File: config.mk
export PLATFORM = sky130hd
export DESIGN_NAME = mux_stream_rr
export DESIGN_NICKNAME = d
export VERILOG_FILES = /design/src/rtl/mux_stream_rr.sv
export SDC_FILE = /design/constraint.sdc
export NUM_CORES = 1
export LEC_CHECK = 0
export CAP_MARGIN = 40
export CELL_PAD_IN_SITES_DETAIL_PLACEMENT = 1
export CELL_PAD_IN_SITES_GLOBAL_PLACEMENT = 1
export CORE_UTILIZATION = 39
export CTS_BUF_LIST = sky130_fd_sc_hd__clkbuf_4 sky130_fd_sc_hd__clkbuf_8 sky130_fd_sc_hd__clkbuf_16
export CTS_CLUSTER_DIAMETER = 50
export DETAILED_ROUTE_END_ITERATION = 16
export PLACE_DENSITY_LB_ADDON = 0.1
export SYNTH_ARGS = -nofsm -noshare
export SYNTH_HDL_FRONTEND = slang
export SYNTH_SLANG_ARGS = --single-unit
export TNS_END_PERCENT = 10
File: constraint.sdc
create_clock -name clk_i -period 6.8 [get_ports clk_i]
set_input_delay 1.36 -clock clk_i [delete_from_list [all_inputs] [get_ports clk_i]]
set_output_delay 1.36 -clock clk_i [all_outputs]
set_load 0.005 [all_outputs]
File: src/rtl/mux_stream_rr.sv
// N-channel stream mux with round-robin or fixed-priority arbitration into one output register.
// Latency: 1 cycle from input transfer to valid_o/bus_o; 1 word/cycle sustained.
// Backpressure: while valid_o && !ready_i the output holds and every ready_o is 0.
module mux_stream_rr #(
    parameter int BITS     = 2,
    parameter int CHANNELS = 8,
    parameter int SEL_W    = $clog2(CHANNELS)
) (
    input  logic                     clk_i,
    input  logic                     rst_n_i,
    input  logic [CHANNELS*BITS-1:0] bus_i,
    input  logic [CHANNELS-1:0]      valid_i,
    output logic [CHANNELS-1:0]      ready_o,
    input  logic                     mode_i,
    output logic [BITS-1:0]          bus_o,
    output logic                     valid_o,
    input  logic                     ready_i,
    output logic [SEL_W-1:0]         select_o
);

    logic [SEL_W-1:0] ptr;
    logic [SEL_W-1:0] grant;
    logic             found;
    logic             any_vld;
    logic             load_en;

    assign any_vld = |valid_i;
    assign load_en = !valid_o || ready_i;

    // Fixed priority scans 0..N-1; round-robin scans ptr+1.. wrapping, with ptr itself last.
    always_comb begin
        int cand;
        grant = '0;
        found = 1'b0;
        cand  = 0;
        for (int off = 1; off <= CHANNELS; off++) begin
            if (mode_i) begin
                cand = off - 1;
            end else begin
                cand = int'(ptr) + off;
                if (cand >= CHANNELS) cand = cand - CHANNELS;
            end
            if (!found && valid_i[cand]) begin
                grant = SEL_W'(cand);
                found = 1'b1;
            end
        end
    end

    always_comb begin
        ready_o = '0;
        if (rst_n_i && load_en && any_vld) ready_o = CHANNELS'(1) << grant;
    end

    always_ff @(posedge clk_i or negedge rst_n_i) begin
        if (!rst_n_i) begin
            bus_o    <= '0;
            valid_o  <= 1'b0;
            select_o <= '0;
            ptr      <= SEL_W'(CHANNELS - 1);
        end else if (load_en) begin
            if (any_vld) begin
                bus_o    <= bus_i[grant*BITS +: BITS];
                select_o <= grant;
                valid_o  <= 1'b1;
                ptr      <= grant;
            end else begin
                valid_o  <= 1'b0;
            end
        end
    end

endmodule

# == After elaboration in Yosys (flattened, before gate mapping) ==
# Index checks and enable logic that the tools add are counted.
# totals
output_inout_bits,14
regBits,9
# classes
shifts,2
n_reduce_logical,20
n_addsub,16
magnitude_cmp,16
muxes,57
# ops
operator,n
$mux W32,16
$lt A32 B5 Y1 const B,8
$sub A4 B4 Y5 const B,7
$ge A4 B4 Y1 const B,7
$bmux W1 S3,8
$mux W1,24
$mux W3,8
$add A3 B3 Y4 const B,4
$shiftx A16 B5 Y2,1
$logic_and A1 B1 Y1,9
$add A3 B2 Y4 const B,2
$logic_not A1 Y1,8
$mux W8,1
$reduce_or A8 Y1,1
$shl A1 B3 Y8 const A,1
$sub A5 B4 Y6 const B,1
$add A3 B4 Y5 const B,1
$ge A5 B4 Y1 const B,1
$add A3 B1 Y4 const B,1
$reduce_and A2 Y1,1
$logic_or A1 B1 Y1,1

# == Logic depth before layout (Yosys ltp) ==
# logic_depth
ltp_word,31
mapped_depth,16
ltp_nobuf,12

# == Worst setup path before layout ==
# Ideal clock, no wire load.
# synth_path
kind,input to output
start,input mode_i
end,output ready_o[6]
path_slack_ps,1615
t_arrival_ps,3825
required_time_ps,5440
cell_stages,10
cell_sequence,buf_6 -> nor2_1 -> a221oi_1 -> a221o_1 -> or3_4 -> nor2_1 -> o21ai_0 -> a32o_1 -> or2_2 -> nor3_1
# synth_between
elab_chain_len,28
word_cells_on_any_way,63
cone_classes,shift (1); mux (48); reduce/logical (14)
# synth_lines
item,line_no,source
start: declaration,14,"input logic mode_i,"
$mux W32,37,if (mode_i) begin
$bmux W1 S3,43,if (!found && valid_i[cand]) begin
$mux W1 (implied by the code) (2 in series),43,
$mux W1,43,
$logic_not A1 Y1,43,
$logic_and A1 B1 Y1,43,
$mux W1,43,
$logic_not A1 Y1,43,
(+11 left out),n/a,
$logic_not A1 Y1,43,
$logic_and A1 B1 Y1,43,
$mux W1,43,
$logic_not A1 Y1,43,
$logic_and A1 B1 Y1,43,
$mux W3 (*),43,
$shl A1 B3 Y8 (*),52,if (rst_n_i && load_en && any_vld) ready_o = CHANNELS'(1) << grant;
$mux W8 (*),52,
end: declaration,13,"output logic [CHANNELS-1:0] ready_o,"
# Every way passes the cells marked *; elsewhere a longest branch is shown, timed or not. The select of a mux whose other input is x is not followed.

# == Final worst setup path ==
# Ends and elaborated chain as after synthesis.

==> flow_summary.yaml <==
floorplan:
  pin_count: 42
  num_rows: 23
  die_area_mm2: 0.00444
  coreArea_mm2: 0.00400
  die_h_um: 66.6
  start_util_pct: 40.7
  die_w_um: 66.6
outcome:
  status: "complete, no violations"
setup_path:
  cp-end-kind: "primary output"
  reg2reg_depth: 12
  arrival_ns: 5.15
  cp-start-kind: "primary input"
  r2r_start: "ptr[0]$_DFFE_PN1P_"
  critPathLaunch: "mode_i"
  r2r-end: "bus_o[1]$_DFFE_PN0P_"
  ff2ff_setup_slack_ns: 2.18
  cp.required_ns: 5.44
  path_max_fanout: 10
  critPathKind: "in -> out"
global_route:
  overflow: 0
  grt_pass1_wl_um: 9470
  track_usage_pct: 27.8
  grt_max_degree: 21
  grt_pass1_vias: 1940
  antenna_found_initial: 0
yosys:
  synth-simple-area-share_pct: 27.1
  synth-compound-area-share_pct: 29.1
  syn_avg_cell_area_um2: 7.75
  synth_nets: 240
  synthDistinctLibCells: 60
  ys.flop_type: "dfrtp_1"
  syn-cell-area_mm2: 0.00163
  syn_inst: 210
  synthMuxAreaShare_pct: 17.9
  synth_warnings: 0
  synth_top_family_by_area: "compound AO/OA/AOI/OAI gates"
  synth_edf_count: 0
  synthXorXnorAreaFrac_pct: 2.15
  ys_seq_elements: 9
  yosysSeqAreaShare_pct: 14.1
  synthAdderAreaFrac_pct: 1.54
  async_flop_share_pct: 100
min_path:
  holdCritStartpoint: "select_o[2]$_DFFE_PN0P_"
  hold_depth: 1
  min_to: "select_o[2]$_DFFE_PN0P_"
  hold_path.class: "reg -> reg"
clock_tree:
  clkTransAtPathRegs_ns: 0.05
  cts_tree: "yes"
  ctsHoldBuffers: 0
  cts_buffer_depth: 2
  cts_htree_levels: 1
  clk_latency_ns: 0.24
  post_cts_buffers: 0
  cts.sinks: 9
  numCtsBuffers: 3
  root_buffer: "clkbuf_8"
  cts_resized: 0
power:
  irDropWorstVdd_v: 0.000249
  powerDensity_mw_per_mm2: 480
  p_leak_uw: 0.000833
placed_design:
  gp_congestion: 0.887
  io_buffer_count: 41
  dpl_cell_area_mm2: 0.00205
  dpl.hpwl_um: 4570
final_layout:
  fin_nets: 281
  antennaDiodeCount: 0
  drive_above_1_share_pct: 15.6
  final_area_mm2: 0.00210
  area_delta_synth_final_pct: 28.7
routing:
  drtIter0Drc: 90
  viasPerCell: 6.14
  wl_um: 5790
  wl_per_cell_um: 19.3
  antenna_left: 0
  drc: 0
  vias: 1842
  first_pass_iters: 6
timing:
  fin_crit_sh_pct: 95.7
  min_period_ns: 6.51
  relSlewSlack_pct: 55.7
  setup_tns_ns: 0
  max_freq_mhz: 154
  report.final.slew_viol_count: 0
  skew_ns: 0.00238
  fin_hold_ws_ns: 0.487
  setup_viol: 0
  hold_viol: 0
  tightest_slew_ns: 0.662
  rsz0062_at_grt: "no"
flow_run:
  cap_violations: 0
==> layout make-up <==
type | instances | area [µm²]
fillers | 493 | 1900
multi-input cells | 181 | 1260
repair buffers | 48 | 463
flip-flops and latches | 9 | 229
well taps | 50 | 62.6
clock buffers | 3 | 41.3
inverters | 8 | 30.0
clock inverters | 1 | 5.00
==> how the worst max path moves through the flow <==
stage | end | slack (ns) | depth (start not counted)
4_1_cts | ready_o[6] | 0.30 | 11
5_1_grt | ready_o[6] | 0.1 | 11
2_1_floorplan | ready_o[6] | 1.62 | 10
3_5_place_dp | ready_o[6] | 0.31 | 11
6_report | ready_o[6] | 0.29 | 11
3_3_place_gp | ready_o[6] | 0.42 | 11
==> power breakdown <==
group / total, µW / switching (µW) / internal (µW)
Clock: 63.6 / 23.4 / 40.1
Combinational: 810 / 432 / 379
Sequential: 131 / 46.9 / 84.4
Total: 1000 / 502 / 503
==> cell usage after synthesis (3+ instances only) <==
library cell,instances,share of area (%)
or2_2,4,1.5
dfstp_2,3,4.8
a32o_1,3,1.8
buf_2,4,1.2
nor3b_1,3,1.4
inv_1,8,1.8
a221o_1,4,2.5
nor2_1,31,7.1
nand2_1,13,3.0
nor3_1,11,3.4
nand3_1,4,1.2
a211oi_1,4,1.8
mux2i_1,10,6.1
a21o_1,7,3.2
a21oi_1,8,2.5
dfrtp_1,6,9.2
mux2_2,13,9.0
o21ai_0,12,3.7
buf_6,5,3.5
o31ai_1,3,1.4
nor2b_1,4,1.5
==> registers in the layout, summed over array words and instances (netlist names) <==
signal    cells
ptr           3
valid_o       1
select_o      3
bus_o         2
==> layer usage <==
metal	routed length (µm)	global-route usage, %	part of all wire (%)	vias to the layer above
li1	-	-	-	878
met1	2500	33.5	43	890
met2	2980	51.5	52	60
met3	176	1.71	3.0	14
met4	131	9.31	2.3	0
met5	0	0	0	-
==> metrics by stage <==
stage	power [µW]	util, %	setup slack [ns]	std cells
3_5_place_dp	929	51.2	0.305	296
5_1_grt	1080	52.4	0.0980	300
4_1_cts	1000	52.4	0.302	300
3_3_place_gp	896	51.2	0.423	296
6_report	1000	52.4	0.291	300
2_1_floorplan	723	-	1.62	210
==> cell families (layout without fill, tap and decap cells) <==
kind of cell	count (synthesis)	count (layout)
adder cells (fa/ha/maj)	2	2
AND/OR/NAND/NOR	87	87
buffers and inverters	20	60
multiplexers	25	25
flip-flops	9	9
AO/OA/AOI/OAI	63	63
XOR/XNOR	4	4
==> cells in the final DEF (no fill, tap or decap), drive strengths merged, types with 3 or more instances in the layout <==
master and instances:
mux2i 10, buf 7, clkbuf 3, dfstp 3, nor3 11, a21o 7
nor2b 4, a211oi 4, nor3b 3, nand3 4, o21ai 13, or2 4
a21oi 8, dfrtp 6, clkdlybuf4s50 41, mux2 13, nand2 14, nor2 31
inv 8, a32o 3, and3 3, a221o 4, o31ai 3
==> worst max-delay path: stages <==
cell             delay, ns
clkdlybuf4s50_1       0.56
nor2_1                0.58
a221oi_1              0.20
a221o_1               0.40
or3_4                 0.40
nor2_1                0.18
o21ai_0               0.11
a32o_1                0.28
or2_2                 0.34
nor3_1                0.19
clkdlybuf4s50_1       0.53
(Power assumes the default switching activity.)
